==> config.mk <==
export PLATFORM = sky130hd
export DESIGN_NAME = req_ack_arbiter
export DESIGN_NICKNAME = d
export VERILOG_FILES = /design/src/rtl/req_ack_arbiter.sv
export SDC_FILE = /design/constraint.sdc
export NUM_CORES = 1
export LEC_CHECK = 0
export CORE_UTILIZATION = 41
export CTS_CLUSTER_DIAMETER = 50
export DETAILED_ROUTE_END_ITERATION = 8
export PLACE_DENSITY = 0.81
export SYNTH_ARGS = -nofsm -noshare
export SYNTH_HDL_FRONTEND = slang
export SYNTH_SLANG_ARGS = --single-unit
==> constraint.sdc <==
create_clock -name clk -period 2 [get_ports clk]
set_input_delay 0.2 -clock clk [delete_from_list [all_inputs] [get_ports clk]]
set_output_delay 0.2 -clock clk [all_outputs]
set_load 0.03 [all_outputs]
==> src/rtl/req_ack_arbiter.sv <==
// Round-robin arbiter sharing one four-phase req/ack server among NUM_CLI clients.
// Optional watchdog with error completion and DRAIN state: define ARB_TIMEOUT_EN.
module req_ack_arbiter #(
    parameter int NUM_CLI     = 4,
    parameter int DW          = 32,
    parameter int SYNC_STAGES = 2,
    parameter int TIMEOUT_CYC = 1024
) (
    input  logic                  clk,
    input  logic                  rst,
    input  logic [NUM_CLI-1:0]    cli_req,
    input  logic [NUM_CLI*DW-1:0] cli_wdata,
    output logic [NUM_CLI-1:0]    cli_done,
    output logic                  cli_err,
    output logic [DW-1:0]         cli_rdata,
    output logic                  srv_req,
    output logic [DW-1:0]         srv_wdata,
    input  logic                  srv_ack,
    input  logic [DW-1:0]         srv_rdata
);

    localparam int PW = (NUM_CLI > 1) ? $clog2(NUM_CLI) : 1;

`ifdef ARB_TIMEOUT_EN
    localparam int CW = (TIMEOUT_CYC > 2) ? $clog2(TIMEOUT_CYC) : 1;
    typedef enum logic [1:0] {S_IDLE, S_REQ, S_REL, S_DRAIN} state_t;
`else
    typedef enum logic [1:0] {S_IDLE, S_REQ, S_REL} state_t;
`endif

    state_t                 state_q, state_d;
    logic [SYNC_STAGES-1:0] ack_sync_q, ack_sync_d;
    logic [PW-1:0]          gnt_q, gnt_d;
    logic [PW-1:0]          rr_ptr_q, rr_ptr_d;
    logic [DW-1:0]          srv_wdata_q, srv_wdata_d;
    logic [DW-1:0]          rdata_cap_q, rdata_cap_d;
    logic [DW-1:0]          cli_rdata_q, cli_rdata_d;
    logic [NUM_CLI-1:0]     cli_done_q, cli_done_d;
    logic                   srv_req_q, srv_req_d;
`ifdef ARB_TIMEOUT_EN
    logic                   cli_err_q, cli_err_d;
    logic [CW-1:0]          wd_q, wd_d;
    logic                   wd_hit;
`endif

    logic                   ack_s;
    logic [NUM_CLI-1:0]     elig;
    logic [NUM_CLI-1:0]     gnt_oh;
    logic [PW-1:0]          pick;
    logic [PW-1:0]          nxt_ptr;
    logic                   found;
    int                     j;

    assign ack_s = ack_sync_q[SYNC_STAGES-1];

    always_comb begin
        ack_sync_d = {ack_sync_q[SYNC_STAGES-2:0], srv_ack};
    end

    // Round-robin search from rr_ptr upward with wrap.
    always_comb begin
        elig  = cli_req & ~cli_done_q;
        found = 1'b0;
        pick  = '0;
        j     = 0;
        for (int i = 0; i < NUM_CLI; i++) begin
            j = int'(rr_ptr_q) + i;
            if (j >= NUM_CLI) j = j - NUM_CLI;
            if (!found && elig[j]) begin
                found = 1'b1;
                pick  = PW'(j);
            end
        end
    end

    always_comb begin
        for (int i = 0; i < NUM_CLI; i++) begin
            gnt_oh[i] = (gnt_q == PW'(i));
        end
        nxt_ptr = (gnt_q == PW'(NUM_CLI - 1)) ? '0 : gnt_q + PW'(1);
    end

`ifdef ARB_TIMEOUT_EN
    assign wd_hit = (wd_q == CW'(TIMEOUT_CYC - 1));
`endif

    always_comb begin
        state_d     = state_q;
        gnt_d       = gnt_q;
        rr_ptr_d    = rr_ptr_q;
        srv_wdata_d = srv_wdata_q;
        rdata_cap_d = rdata_cap_q;
        cli_rdata_d = cli_rdata_q;
        cli_done_d  = '0;
`ifdef ARB_TIMEOUT_EN
        cli_err_d   = 1'b0;
`endif
        case (state_q)
            S_IDLE: begin
                // A grant waits while the previous ack is still visible.
                if (found && !ack_s) begin
                    gnt_d       = pick;
                    srv_wdata_d = cli_wdata[pick*DW +: DW];
                    state_d     = S_REQ;
                end
            end
            S_REQ: begin
                if (ack_s) begin
                    rdata_cap_d = srv_rdata;
                    state_d     = S_REL;
                end
`ifdef ARB_TIMEOUT_EN
                else if (wd_hit) begin
                    cli_done_d  = gnt_oh;
                    cli_err_d   = 1'b1;
                    cli_rdata_d = '0;
                    rr_ptr_d    = nxt_ptr;
                    state_d     = S_DRAIN;
                end
`endif
            end
            S_REL: begin
                if (!ack_s) begin
                    cli_done_d  = gnt_oh;
                    cli_rdata_d = rdata_cap_q;
                    rr_ptr_d    = nxt_ptr;
                    state_d     = S_IDLE;
                end
`ifdef ARB_TIMEOUT_EN
                else if (wd_hit) begin
                    cli_done_d  = gnt_oh;
                    cli_err_d   = 1'b1;
                    cli_rdata_d = '0;
                    rr_ptr_d    = nxt_ptr;
                    state_d     = S_DRAIN;
                end
`endif
            end
`ifdef ARB_TIMEOUT_EN
            S_DRAIN: begin
                if (!ack_s) state_d = S_IDLE;
            end
`endif
            default: state_d = S_IDLE;
        endcase
        srv_req_d = (state_d == S_REQ);
    end

`ifdef ARB_TIMEOUT_EN
    // Watchdog restarts on every state change and only counts in REQ/REL.
    always_comb begin
        wd_d = '0;
        if (state_d == state_q &&
            (state_q == S_REQ || state_q == S_REL)) begin
            wd_d = wd_q + CW'(1);
        end
    end
`endif

    always_ff @(posedge clk) begin
        if (rst) begin
            state_q     <= S_IDLE;
            ack_sync_q  <= '0;
            gnt_q       <= '0;
            rr_ptr_q    <= '0;
            srv_wdata_q <= '0;
            rdata_cap_q <= '0;
            cli_rdata_q <= '0;
            cli_done_q  <= '0;
            srv_req_q   <= 1'b0;
`ifdef ARB_TIMEOUT_EN
            cli_err_q   <= 1'b0;
            wd_q        <= '0;
`endif
        end else begin
            state_q     <= state_d;
            ack_sync_q  <= ack_sync_d;
            gnt_q       <= gnt_d;
            rr_ptr_q    <= rr_ptr_d;
            srv_wdata_q <= srv_wdata_d;
            rdata_cap_q <= rdata_cap_d;
            cli_rdata_q <= cli_rdata_d;
            cli_done_q  <= cli_done_d;
            srv_req_q   <= srv_req_d;
`ifdef ARB_TIMEOUT_EN
            cli_err_q   <= cli_err_d;
            wd_q        <= wd_d;
`endif
        end
    end

    assign cli_done  = cli_done_q;
    assign cli_rdata = cli_rdata_q;
    assign srv_req   = srv_req_q;
    assign srv_wdata = srv_wdata_q;
`ifdef ARB_TIMEOUT_EN
    assign cli_err   = cli_err_q;
`else
    assign cli_err   = 1'b0;
`endif

endmodule

==> metrics <==
mapped cell area roughly 0.0048 mm^2; DRT iter0 DRCs between 200 and 250; Root Buffer clkbuf_16; Ant. Diodes 0; Worst Hold End srv_wdata[19]; Mean Syn Cell Area 8.97 um^2; gr usage total 0.223; max-slew violation count 0; vias in the first global route 4422; Hold Path Stages 4; Final Hold Fails 0; final core occ 0.665; fmax around 550 MHz; post-CTS sizing 0; final setup violation count 0; most used routing layer met2; commonest non-fill, non-tap cells in the layout 234 x clkdlybuf4s50_1, 156 x nand2_1, 109 x dfxtp_1, 68 x a21oi_1, 65 x mux2i_1; grt ovf 0; Reg2Reg Setup Slack 190 ps; Power Density 682 mW/mm^2; GP Congestion 0.794; register area share after synthesis 0.455; routed wire length ~14000 um; Unique masters post-synth 42; vias 4573; Period minus WS final 1810 ps; CTS Sinks 109; CP arrival 2010 ps; RSZ-0062 raised after global routing no; core box area 0.0114 mm^2; routed len/inst around 16 um; worst skew pair latency 340 ps; Worst slew margin 0.501; peak supply drop approximately 380 uV; total die area 0.0121 mm^2; Worst-path clk slew around 70 ps; post-route worst setup slack 193 ps; storage element area 0.00218 mm^2; post-synthesis net count 706; first-pass iteration count of the detailed router 5; Starting Density 0.420; Multi-input gate area 0.00235 mm^2; Slew @ Worst Pin ~750 ps; Setup crit end kind flop; reg2reg start cli_done[2]; critical hold path startpoint rst; DRC Markers 0; worst reg2reg path depth 6; Max-Cap Viols 0; I/O pin cnt between 200 and 250; Ys Warns 0; Vias/cell 5.06; Setup CP Type reg2reg; synth-to-layout area growth 58.1%; met1 layer usage reported by global route 0.238; leakage power 2.85 nW; Critical Path RT about 2200 ps; clock skew 7.33 ps; largest net degree at the start of global routing 78; RR Endpoint srv_wdata[28]; pre-CTS setup slack -148 ps; post-route ant nets 0; Yosys reg bits ~110; dpl cell area 0.00729 mm^2; met2 Use GR 0.416; met3 Use GR 0.0676; maximum clock insertion buffer count 2; post-synthesis cell count 535; period utilisation layout 0.903; commonest non-fill, non-tap cell in the layout clkdlybuf4s50_1; Post-CTS Setup Repair Bufs 0; worst hold-check path type in2reg; fraction of layout cells with a size suffix above 1 0.0618; CP Launch Type flop; Final nets 926; critical path fanouts, max 40; clock buffer count from CTS 9; row count 39; final HPWL from detailed placement 10600 um; outcome finished, final reports clean; initial antenna violation count 0; CTS Hold Bufs 0; CTS tree yes; first-pass GRT wire length about 21000 um; Filler cells 951; Die Wd 110 um; PortBufs 235; H-tree Lvls 3; post-route cell area 0.00759 mm^2; Die H ~110 um
==> through the flow <==
step / cells / TNS (ps) / hold slack (ps) / total power (W)
2_1_floorplan: 535 / 0 / 328 / 0.00286
3_3_place_gp: 887 / -504 / 423 / 0.00340
3_5_place_dp: 887 / -2310 / 424 / 0.00343
4_1_cts: 903 / 0 / 331 / 0.00523
5_1_grt: 903 / 0 / 397 / 0.00539
6_report: 903 / 0 / 343 / 0.00518
==> synth_stat cells (all sizes together) <==
cell     count  area share
nand2      157        0.12
dfxtp      109        0.45
a21oi       70       0.076
mux2i       65        0.14
clkbuf      26       0.020
o221ai      20       0.036
buf         17       0.032
o21ai       14       0.015
a2bb2oi     12       0.022
nor2         6      0.0063
nor2b        6      0.0094
nor3b        5      0.0078
ha           4       0.010
nor4         4      0.0096
inv          3      0.0023
nand2b       3      0.0070
nand3        2      0.0047
nand3b       2      0.0057
nor3         2      0.0021
a221oi       1      0.0031
and2         1      0.0013
and2b        1      0.0021
and3b        1      0.0018
conb         1     0.00078
o221a        1      0.0042
o22ai        1      0.0042
xnor2        1      0.0018
==> worst max path at each step <==
stage / end / depth (start not counted) / from / slack, ps
finish: srv_wdata[28] / 6 / cli_done[2] / 190
global placement: srv_wdata[31] / 7 / cli_req[2] / -40
global route: srv_wdata[28] / 6 / cli_done[2] / 90
detailed placement: srv_wdata[28] / 7 / cli_req[2] / -150
CTS: srv_wdata[28] / 6 / cli_done[2] / 160
floorplan: srv_wdata[11] / 6 / cli_done[3] / 200
==> kinds of logic (layout without fill, tap and decap cells) <==
group / Yosys count / in the layout / share of synthesized area
AOI/OAI and AO/OA: 119 / 119 / 0.161
xor gates and xnor gates: 1 / 1 / 0.00183
adders and majority gates: 4 / 4 / 0.0104
buffers and inverters: 46 / 271 / 0.0550
DFF: 109 / 109 / 0.455
muxes: 65 / 65 / 0.136
other: 1 / 1 / 0.000781
and+or+nand+nor: 190 / 190 / 0.181
==> per-layer routing <==
metal  vias up  routed length [um]
met5         -                   0
met4         0                 240
met3        16                1390
met2       163                7330
met1      2118                5390
li1       2276                   -
==> critical path, cell delays in order (launching register included) <==
cell and delay [ps]:
dfxtp_1 340, nand2b_4 150, o221a_4 270, o22ai_4 190, buf_12 300, mux2i_1 250, o221ai_1 150
==> registers in the layout (all words and copies together), names as in the netlist <==
name	flops
srv_wdata	32
rr_ptr_q	2
gnt_q	2
cli_rdata	32
ack_sync_q	2
srv_req	1
rdata_cap_q	32
cli_done	4
state_q	2
==> final cells by class <==
cell class | count | area share
Timing Repair Buffer | 252 | 0.338
Multi-Input combinational cell | 380 | 0.310
Sequential cell | 109 | 0.288
Clock buffer | 11 | 0.0307
Tap cell | 143 | 0.0236
Clock inverter | 5 | 0.00890
Inverter | 3 | 0.00148
==> power by group <==
group	internal, W	switching (W)	total [W]
Combinational	0.000596	0.000459	0.00105
Sequential	0.00226	0.0000588	0.00232
Clock	0.000994	0.000811	0.00180
No activity file was read; power rests on OpenSTA's default activity.
